### config.mk
export PLATFORM = sky130hd
export DESIGN_NAME = code2421_seq_ctrl
export DESIGN_NICKNAME = d
export VERILOG_FILES = /design/src/rtl/code2421_pkg.sv /design/src/rtl/code2421_seq_ctrl_digit.sv /design/src/rtl/code2421_seq_ctrl.sv
export SDC_FILE = /design/constraint.sdc
export NUM_CORES = 1
export LEC_CHECK = 0
export CORE_MARGIN = 2
export CORE_UTILIZATION = 45
export DETAILED_ROUTE_END_ITERATION = 16
export HOLD_SLACK_MARGIN = 0.05
export PLACE_DENSITY = 0.7
export SETUP_SLACK_MARGIN = 0.1
export SLEW_MARGIN = 0
export SYNTH_ARGS = -nofsm -noshare
export SYNTH_HDL_FRONTEND = slang
export SYNTH_SLANG_ARGS = --single-unit
### constraint.sdc
create_clock -name clk -period 6.4 [get_ports clk]
set_clock_uncertainty 0.2 [all_clocks]
set_input_delay 1.6 -clock clk [delete_from_list [all_inputs] [get_ports clk]]
set_output_delay 1.6 -clock clk [all_outputs]
set_load 0.03 [all_outputs]
### src/rtl/code2421_pkg.sv
// Shared definitions for the two-digit 2421-coded sequence controller.
// Contents: controller state enum, the ten 2421 digit codes, the legal-code
// check and decimal step helpers used by the digit cells.
package code2421_pkg;

  typedef enum logic [1:0] {
    IDLE = 2'd0,
    RUN  = 2'd1,
    HOLD = 2'd2,
    DONE = 2'd3
  } state_e;

  localparam logic [3:0] D0 = 4'b0000;
  localparam logic [3:0] D1 = 4'b0001;
  localparam logic [3:0] D2 = 4'b0010;
  localparam logic [3:0] D3 = 4'b0011;
  localparam logic [3:0] D4 = 4'b0100;
  localparam logic [3:0] D5 = 4'b1011;
  localparam logic [3:0] D6 = 4'b1100;
  localparam logic [3:0] D7 = 4'b1101;
  localparam logic [3:0] D8 = 4'b1110;
  localparam logic [3:0] D9 = 4'b1111;

  function automatic logic is_legal(input logic [3:0] c);
    case (c)
      D0, D1, D2, D3, D4, D5, D6, D7, D8, D9: is_legal = 1'b1;
      default:                                is_legal = 1'b0;
    endcase
  endfunction

  // Illegal codes map to 0; callers only step legal digits.
  function automatic logic [3:0] code2dec(input logic [3:0] c);
    case (c)
      D1:      code2dec = 4'd1;
      D2:      code2dec = 4'd2;
      D3:      code2dec = 4'd3;
      D4:      code2dec = 4'd4;
      D5:      code2dec = 4'd5;
      D6:      code2dec = 4'd6;
      D7:      code2dec = 4'd7;
      D8:      code2dec = 4'd8;
      D9:      code2dec = 4'd9;
      default: code2dec = 4'd0;
    endcase
  endfunction

  function automatic logic [3:0] dec2code(input logic [3:0] d);
    case (d)
      4'd1:    dec2code = D1;
      4'd2:    dec2code = D2;
      4'd3:    dec2code = D3;
      4'd4:    dec2code = D4;
      4'd5:    dec2code = D5;
      4'd6:    dec2code = D6;
      4'd7:    dec2code = D7;
      4'd8:    dec2code = D8;
      4'd9:    dec2code = D9;
      default: dec2code = D0;
    endcase
  endfunction

  function automatic logic [3:0] step_up(input logic [3:0] c);
    logic [3:0] d;
    d = code2dec(c);
    step_up = dec2code((d == 4'd9) ? 4'd0 : d + 4'd1);
  endfunction

  function automatic logic [3:0] step_dn(input logic [3:0] c);
    logic [3:0] d;
    d = code2dec(c);
    step_dn = dec2code((d == 4'd0) ? 4'd9 : d - 4'd1);
  endfunction

endpackage

### src/rtl/code2421_seq_ctrl_digit.sv
// One 2421-coded decimal digit register.
// Ports: clk/rst (sync, active-high); load_i/load_val_i load a code;
// inc_i steps +1 (9 wraps to 0); nxt_o is the value a step would produce;
// carry_o flags a 9->0 step; legal_o reports whether load_val_i is a legal code.
// With CODE2421_DOWN_EN defined: dec_i steps -1 and borrow_o flags 0->9.
module code2421_digit
  import code2421_pkg::*;
(
  input  logic       clk,
  input  logic       rst,
  input  logic       load_i,
  input  logic [3:0] load_val_i,
  input  logic       inc_i,
`ifdef CODE2421_DOWN_EN
  input  logic       dec_i,
  output logic       borrow_o,
`endif
  output logic [3:0] q_o,
  output logic [3:0] nxt_o,
  output logic       carry_o,
  output logic       legal_o
);

  logic [3:0] q_q, q_d;

  always_comb begin
`ifdef CODE2421_DOWN_EN
    nxt_o = dec_i ? step_dn(q_q) : step_up(q_q);
`else
    nxt_o = step_up(q_q);
`endif
  end

  always_comb begin
    q_d = q_q;
    if (load_i) begin
      q_d = load_val_i;
    end else if (inc_i) begin
      q_d = nxt_o;
`ifdef CODE2421_DOWN_EN
    end else if (dec_i) begin
      q_d = nxt_o;
`endif
    end
  end

  always_ff @(posedge clk) begin
    if (rst) q_q <= '0;
    else     q_q <= q_d;
  end

  assign q_o      = q_q;
  assign carry_o  = inc_i & (q_q == D9);
`ifdef CODE2421_DOWN_EN
  assign borrow_o = dec_i & (q_q == D0);
`endif
  assign legal_o  = is_legal(load_val_i);

endmodule

### src/rtl/code2421_seq_ctrl.sv
// Two-digit 2421-coded sequence counter with start/pause/stop control.
// Ports: clk, rst (sync, active-high); start/load sampled in IDLE only
// (load wins); pause holds counting; stop aborts to IDLE keeping out;
// load_val/limit are {tens,units} 2421 codes; out is the count; busy is high
// in RUN/HOLD; done pulses for one cycle on reaching limit; err is a sticky
// illegal-code flag cleared by a legal load.
// Parameter PRESCALE (1..255): RUN cycles per count advance.
// Optional macro CODE2421_DOWN_EN adds input dir (0 = up, 1 = down).
module code2421_seq_ctrl
  import code2421_pkg::*;
#(
  parameter int unsigned PRESCALE = 1
) (
  input  logic       clk,
  input  logic       rst,
  input  logic       start,
  input  logic       pause,
  input  logic       stop,
  input  logic       load,
  input  logic [7:0] load_val,
  input  logic [7:0] limit,
`ifdef CODE2421_DOWN_EN
  input  logic       dir,
`endif
  output logic [7:0] out,
  output logic       busy,
  output logic       done,
  output logic       err
);

  localparam logic [7:0] PRE_LAST = 8'(PRESCALE - 1);

  state_e     state_q, state_d;
  logic [7:0] pre_q, pre_d;
  logic       err_q, err_d;

  logic [3:0] u_q, u_nxt, t_q, t_nxt;
  logic       u_cy, t_cy, u_ok, t_ok, u_step;
  logic       limit_ok, do_load, run_act, adv, adv_up, adv_dn, hit;
  logic [7:0] new_val;

  assign limit_ok = is_legal(limit[7:4]) & is_legal(limit[3:0]);
  assign do_load  = (state_q == IDLE) & load & u_ok & t_ok;
  // Pause and stop both suppress prescale progress in the cycle they are seen.
  assign run_act  = (state_q == RUN) & ~stop & ~pause;
  assign adv      = run_act & (pre_q == PRE_LAST);

`ifdef CODE2421_DOWN_EN
  logic u_bw, t_bw;
  assign adv_up = adv & ~dir;
  assign adv_dn = adv & dir;
  assign u_step = u_cy | u_bw;
`else
  assign adv_up = adv;
  assign adv_dn = 1'b0;
  assign u_step = u_cy;
`endif

  // Value out will hold after this advance; tens only moves on carry/borrow.
  assign new_val = {(u_step ? t_nxt : t_q), u_nxt};
  assign hit     = (new_val == limit);

  code2421_digit u_units (
    .clk        (clk),
    .rst        (rst),
    .load_i     (do_load),
    .load_val_i (load_val[3:0]),
    .inc_i      (adv_up),
`ifdef CODE2421_DOWN_EN
    .dec_i      (adv_dn),
    .borrow_o   (u_bw),
`endif
    .q_o        (u_q),
    .nxt_o      (u_nxt),
    .carry_o    (u_cy),
    .legal_o    (u_ok)
  );

  code2421_digit u_tens (
    .clk        (clk),
    .rst        (rst),
    .load_i     (do_load),
    .load_val_i (load_val[7:4]),
    .inc_i      (u_cy),
`ifdef CODE2421_DOWN_EN
    .dec_i      (u_bw),
    .borrow_o   (t_bw),
`endif
    .q_o        (t_q),
    .nxt_o      (t_nxt),
    .carry_o    (t_cy),
    .legal_o    (t_ok)
  );

  // State register
  always_ff @(posedge clk) begin
    if (rst) begin
      state_q <= IDLE;
      pre_q   <= '0;
      err_q   <= 1'b0;
    end else begin
      state_q <= state_d;
      pre_q   <= pre_d;
      err_q   <= err_d;
    end
  end

  // Next-state logic
  always_comb begin
    state_d = state_q;
    case (state_q)
      IDLE: if (!stop && !load && start && limit_ok && !err_q) state_d = RUN;
      RUN: begin
        if (stop)            state_d = IDLE;
        else if (pause)      state_d = HOLD;
        else if (adv && hit) state_d = DONE;
      end
      HOLD: begin
        if (stop)        state_d = IDLE;
        else if (!pause) state_d = RUN;
      end
      DONE:    state_d = IDLE;
      default: state_d = IDLE;
    endcase
  end

  // Prescale counter and error flag
  always_comb begin
    pre_d = pre_q;
    err_d = err_q;
    case (state_q)
      IDLE: begin
        pre_d = '0;
        if (load)                       err_d = ~(u_ok & t_ok);
        else if (start && !limit_ok)    err_d = 1'b1;
      end
      RUN: if (run_act) pre_d = adv ? 8'd0 : pre_q + 8'd1;
      default: ;
    endcase
  end

  // Outputs (registered state only)
  always_comb begin
    busy = (state_q == RUN) | (state_q == HOLD);
    done = (state_q == DONE);
  end

  assign out = {t_q, u_q};
  assign err = err_q;

`ifdef CODE2421_DOWN_EN
  logic unused_ok;
  assign unused_ok = t_cy ^ t_bw;
`else
  logic unused_ok;
  assign unused_ok = t_cy ^ adv_dn;
`endif

endmodule

# --- Yosys cells after proc, flatten, opt, wreduce, memory -nomap -nowiden ---
# Memories as Yosys holds them, arrays and structs flattened. A register that Yosys moved wholly into a read port is not among the register bits.
# Cells that the tools add are included.
classes:
  n_addsub: 3
  multipliers: 0
  n_div: 0
  order_cmp: 0
  n_eq_ne: 11
  n_shift: 0
  muxes: 21
  bitwise_logic: 13
  reduce_logical: 18
op_table:
  columns: ["operator", "count"]
  rows:
  - ["4-bit 2-to-1 mux", 9]
  - ["8-bit 2-to-1 mux", 2]
  - ["8-bit case mux with 2 select lines", 1]
  - ["4-bit == test (second input constant)", 3]
  - ["2-bit 2-to-1 mux", 6]
  - ["1-bit AND", 9]
  - ["4-bit by 1-bit adder with 4-bit output (second input constant)", 2]
  - ["8-bit by 1-bit adder with 8-bit output (second input constant)", 1]
  - ["8-bit == test", 1]
  - ["8-bit zero test", 1]
  - ["2-bit case mux with 4 select lines", 1]
  - ["1-bit logical AND", 6]
  - ["2-bit nonzero test", 3]
  - ["2-bit == test (second input constant)", 2]
  - ["1-bit zero test", 4]
  - ["4-bit != test (second input constant)", 1]
  - ["2-bit AND reduction", 2]
  - ["3-bit != test (second input constant)", 1]
  - ["1-bit inverter", 3]
  - ["3-bit AND reduction", 1]
  - ["2-bit by 1-bit == test with 1-bit output (second input constant)", 1]
  - ["2-bit zero test", 1]
  - ["1-bit 2-to-1 mux", 2]
  - ["2-bit by 1-bit != test with 1-bit output (second input constant)", 1]
  - ["other kinds (2)", 2]
totals:
  register_bits: 19
  latch_bits: 0
  ram_bits: 0
  mem_bits_ro: 320
  in_bits: 22
  output_inout_bits: 11
  word_cells: 79
  n_memories: 8
mem_list:
  columns: ["name", "depth", "word_bits", "rd", "rd_clocked_by_memory_dff", "write_ports", "line", "source"]
  rows:
  - ["(name not given)", 16, 4, 1, 1, 0, "code2421_pkg.sv:33", "case (c)"]
  - ["(name not given)", 16, 4, 1, 0, 0, "code2421_pkg.sv:48", "case (d)"]
  - ["(name not given)", 16, 4, 1, 1, 0, "code2421_pkg.sv:33", null]
  - ["(name not given)", 16, 4, 1, 0, 0, "code2421_pkg.sv:48", null]
  - ["(name not given)", 16, 1, 1, 0, 0, "code2421_pkg.sv:25", "case (c)"]
  - ["(name not given)", 16, 1, 1, 0, 0, "code2421_pkg.sv:25", null]
  - ["+2 memories", null, null, null, null, null, null, null]

# --- Longest topological paths before layout ---
depth:
  depth_word: 12
  mapped_depth: 9
  depth_no_buf: 8

# --- By module ---
# A second synthesis with hierarchy kept.
unflattened:
  cells_unflattened: 228
  area_unflattened_um2: 1873.0
modules_own_cells:
  columns: ["mod", "instances", "cells_each", "area_each_um2", "seq_area_each_um2"]
  rows:
  - ["code2421_seq_ctrl", 1, 109, 912.1, 220.2]
  - ["code2421_digit (u_tens)", 1, 59, 488.0, 160.2]
  - ["code2421_digit (u_units)", 1, 60, 473.0, 160.2]

# --- Worst setup path after synthesis ---
# Ideal clock, no wire load.
synth_timing:
  kind: "in2reg"
  from: "input pause"
  to: "register (tool-made name)"
  arrival_ns: 3.252
  t_required_ns: 6.121
  path_slack_ns: 2.869
  stages: 7
  cell_sequence: "nor3b_2 -> and3_4 -> buf_6 -> mux2_4 -> mux2i_4 -> or3b_1 -> a211oi_2"
synth_rtl:
  columns: ["element", "line", "source"]
  rows:
  - ["from (decl)", "code2421_seq_ctrl.sv:17", "input logic pause,"]

==> results.sh <==
export IMPL_numCtsBuffers=3
export IMPL_fmax_mhz=236
export IMPL_dr_total_vias=1710
export IMPL_fin_nets=283
export IMPL_crit_start="pause"
export IMPL_comb_power_share=0.346
export IMPL_worst_setup_path_start_kind="primary input"
export IMPL_route_detailed_drc=0
export IMPL_yosysWarningCount=0
export IMPL_antenna_cells=0
export IMPL_start_util=0.478
export IMPL_grt_pass1_vias=1571
export IMPL_drv_slew=0
export IMPL_yosys_top_cells_area="dfxtp_1, ha_1, nor2_1"
export IMPL_cts_sinks=27
export IMPL_synth_seq_area_share=0.277
export IMPL_boundaryPins=33
export IMPL_postCtsSetupBuffers=0
export IMPL_synth_most_common_cell="dfxtp_1"
export IMPL_slowest_stage="nor3b_2"
export IMPL_fill_cells=407
export IMPL_die_h_um=69.9
export IMPL_synthFlopType="dfxtp_1"
export IMPL_critPathKind="in2reg"
export IMPL_clk_latency_ns=0.27
export IMPL_max_slew_margin=0.470
export IMPL_ys_seq_elements=27
export IMPL_first_pass_iters=4
export IMPL_worstPathCellList="clkdlybuf4s50_1, nor3b_2, and3_4, mux2_4, mux2i_4, or3b_1, a211oi_2"
export IMPL_fin_area_um2=2360
export IMPL_syn_inst=221
export IMPL_rsz0062_at_grt="false"
export IMPL_core_rowCount=23
export IMPL_placed_area_um2=2310
export IMPL_seqPwrFrac=0.430
export IMPL_drive_gt1_frac=0.0870
export IMPL_synthToLayoutAreaGrowth_pct=20.8
export IMPL_synth_top_cell_area_share=0.277
export IMPL_synth_cell_types=64
export IMPL_syn_area_per_cell_um2=8.84
export IMPL_antenna_found_initial=0
export IMPL_cp_max_fo=13
export IMPL_status="complete, no violations"
export IMPL_clockBufferDepth=2
export IMPL_grt_pass1_wl_mm=7.11
export IMPL_ctsResizeCount=0
export IMPL_placedCellCount=299
export IMPL_detail_route_antenna_nets=0
export IMPL_tns_ns=0
export IMPL_cp_arrival_ns=4.23
export IMPL_dpl_hpwl_mm=3.34
export IMPL_setup_ws_ns=2.17
export IMPL_cts_tree="built"
export IMPL_routed_wl_mm=4.24
export IMPL_r2r_start="state_q[1]$_SDFFE_PP0P_"
export IMPL_stdcell_count=303
export IMPL_multiInputGateArea_um2=1350
export IMPL_gr_total_overflow=0
export IMPL_critPathMaxStageDelay_ns=0.66
export IMPL_switchingPower_w=0.000146
export IMPL_intPower_w=0.000293
export IMPL_hold_class="reg2reg"
export IMPL_worstMarginPinSlew_ns=0.792
export IMPL_yosys_area_top_type="dfxtp_1"
export IMPL_fin_crit_ns=4.23
export IMPL_end_kind="register"
export IMPL_reg2reg_depth=8
export IMPL_setup_violations=0
export IMPL_register_area_um2=541
export IMPL_die_area_um2=4890
export IMPL_period_share=0.661
export IMPL_track_usage=0.177
export IMPL_max_cap_violations=0
export IMPL_syn_area_um2=1950
export IMPL_drt_iter0_drc=102
export IMPL_cp_required_ns=6.39
export IMPL_async_reset_ff_frac=0
export IMPL_syn_nets=250
export IMPL_coreArea_um2=4090
export IMPL_peakVddDrop_v=0.0000987
export IMPL_wl_per_cell_um=14.0
export IMPL_ff2ff_setup_slack_ns=3.27
export IMPL_numPortBuffers=32
export IMPL_die_w_um=69.9
export IMPL_synth_edf_count=0
export IMPL_clk_pin_slew_ns=0.10
export IMPL_htreeDepth=1
export IMPL_leakage_nw=0.905
export IMPL_hold_buffers=0
export IMPL_clockPowerShare=0.224
export IMPL_synth_commonest_cells="dfxtp_1, nor2_1, a21oi_1"
export IMPL_p_sw_frac=0.332
export IMPL_place_ws_ns=1.92
export IMPL_vias_per_cell=5.64
export IMPL_grt_max_degree=21
export IMPL_gp_congestion=0.844
export IMPL_powerDensity_nw_per_um2=186
export IMPL_finalHoldViolCount=0
export IMPL_cts_root_buf="clkbuf_8"
==> layout make-up <==
cell class,instances,area share
Clock inverter,1,0.00212
Sequential cell,27,0.229
Timing Repair Buffer,32,0.136
Tap cell,50,0.0265
Inverter,12,0.0191
Clock buffer,3,0.0175
Multi-Input combinational cell,178,0.570
==> placed cells by master (no fill, tap or decap), types with 3 or more instances in the layout <==
cell             instances
nand3_1                  7
ha_1                     7
mux2_2                   3
a21oi_1                 13
xnor2_1                  4
o21ai_1                  6
dfxtp_1                 27
clkbuf_8                 3
nand2b_1                 5
a211oi_1                 3
o21ai_0                 12
and2_1                   3
nor2b_1                  4
nor2_1                  22
clkdlybuf4s50_1         32
xor2_1                   5
mux2i_1                  7
nor3_1                   4
o21a_1                   3
nand3b_1                 4
and3_1                   3
nand2_1                  9
inv_1                   12
a21o_1                   3
==> kinds of logic (layout without fill, tap and decap cells) <==
family,Yosys count,count (layout),synth area share
XOR/XNOR,11,11,0.0634
buffers and inverters,16,48,0.0346
AO/OA/AOI/OAI,64,64,0.237
adder cells (fa/ha/maj),8,8,0.0499
multiplexers,14,14,0.0871
flip-flops,27,27,0.277
AND/OR/NAND/NOR,81,81,0.252
==> metal layers <==
metal  global-route usage  routed length, µm  up-vias
met4               0.0534                 34        0
met2                0.293               1960       29
met1                0.239               2110      801
li1                     -                  -      878
met3               0.0260                133        2
met5                    0                  0        -
==> power groups by stage <==
stage	Combinational (W)	Clock (W)	Sequential (W)
after global routing	0.000167	0.000109	0.000191
after global placement	0.000152	0	0.000193
after floorplan	0.0000965	0	0.000200
final	0.000152	0.0000986	0.000189
after CTS	0.000153	0.000101	0.000189
after detailed placement	0.000152	0	0.000193
==> critical path, delay by kind of cell <==
kind                   cells  cell delay (ns)
buffers and inverters      1             0.46
muxes                      2             0.53
and+or+nand+nor            3             1.43
AOI/OAI and AO/OA          1             0.20
==> how the worst min path moves through the flow <==
stage | start | end | slack, ns | cells past startpoint
floorplan | pre_q[2]$_SDFFE_PP0P_ | pre_q[2]$_SDFFE_PP0P_ | 0.28 | 2
global placement | err$_SDFFE_PP0P_ | err$_SDFFE_PP0P_ | 0.28 | 2
detailed placement | err$_SDFFE_PP0P_ | err$_SDFFE_PP0P_ | 0.28 | 2
CTS | err$_SDFFE_PP0P_ | err$_SDFFE_PP0P_ | 0.29 | 2
global route | err$_SDFFE_PP0P_ | err$_SDFFE_PP0P_ | 0.33 | 2
finish | err$_SDFFE_PP0P_ | err$_SDFFE_PP0P_ | 0.29 | 2
==> stage by stage <==
stage          hold slack [ns]  total power (W)   util
5_1_grt                  0.331         0.000466  0.578
4_1_cts                  0.292         0.000442  0.578
2_1_floorplan            0.279         0.000296      -
6_report                 0.290         0.000439  0.578
3_3_place_gp             0.280         0.000344  0.566
3_5_place_dp             0.279         0.000344  0.566
Power figures use the tool's default switching activity.
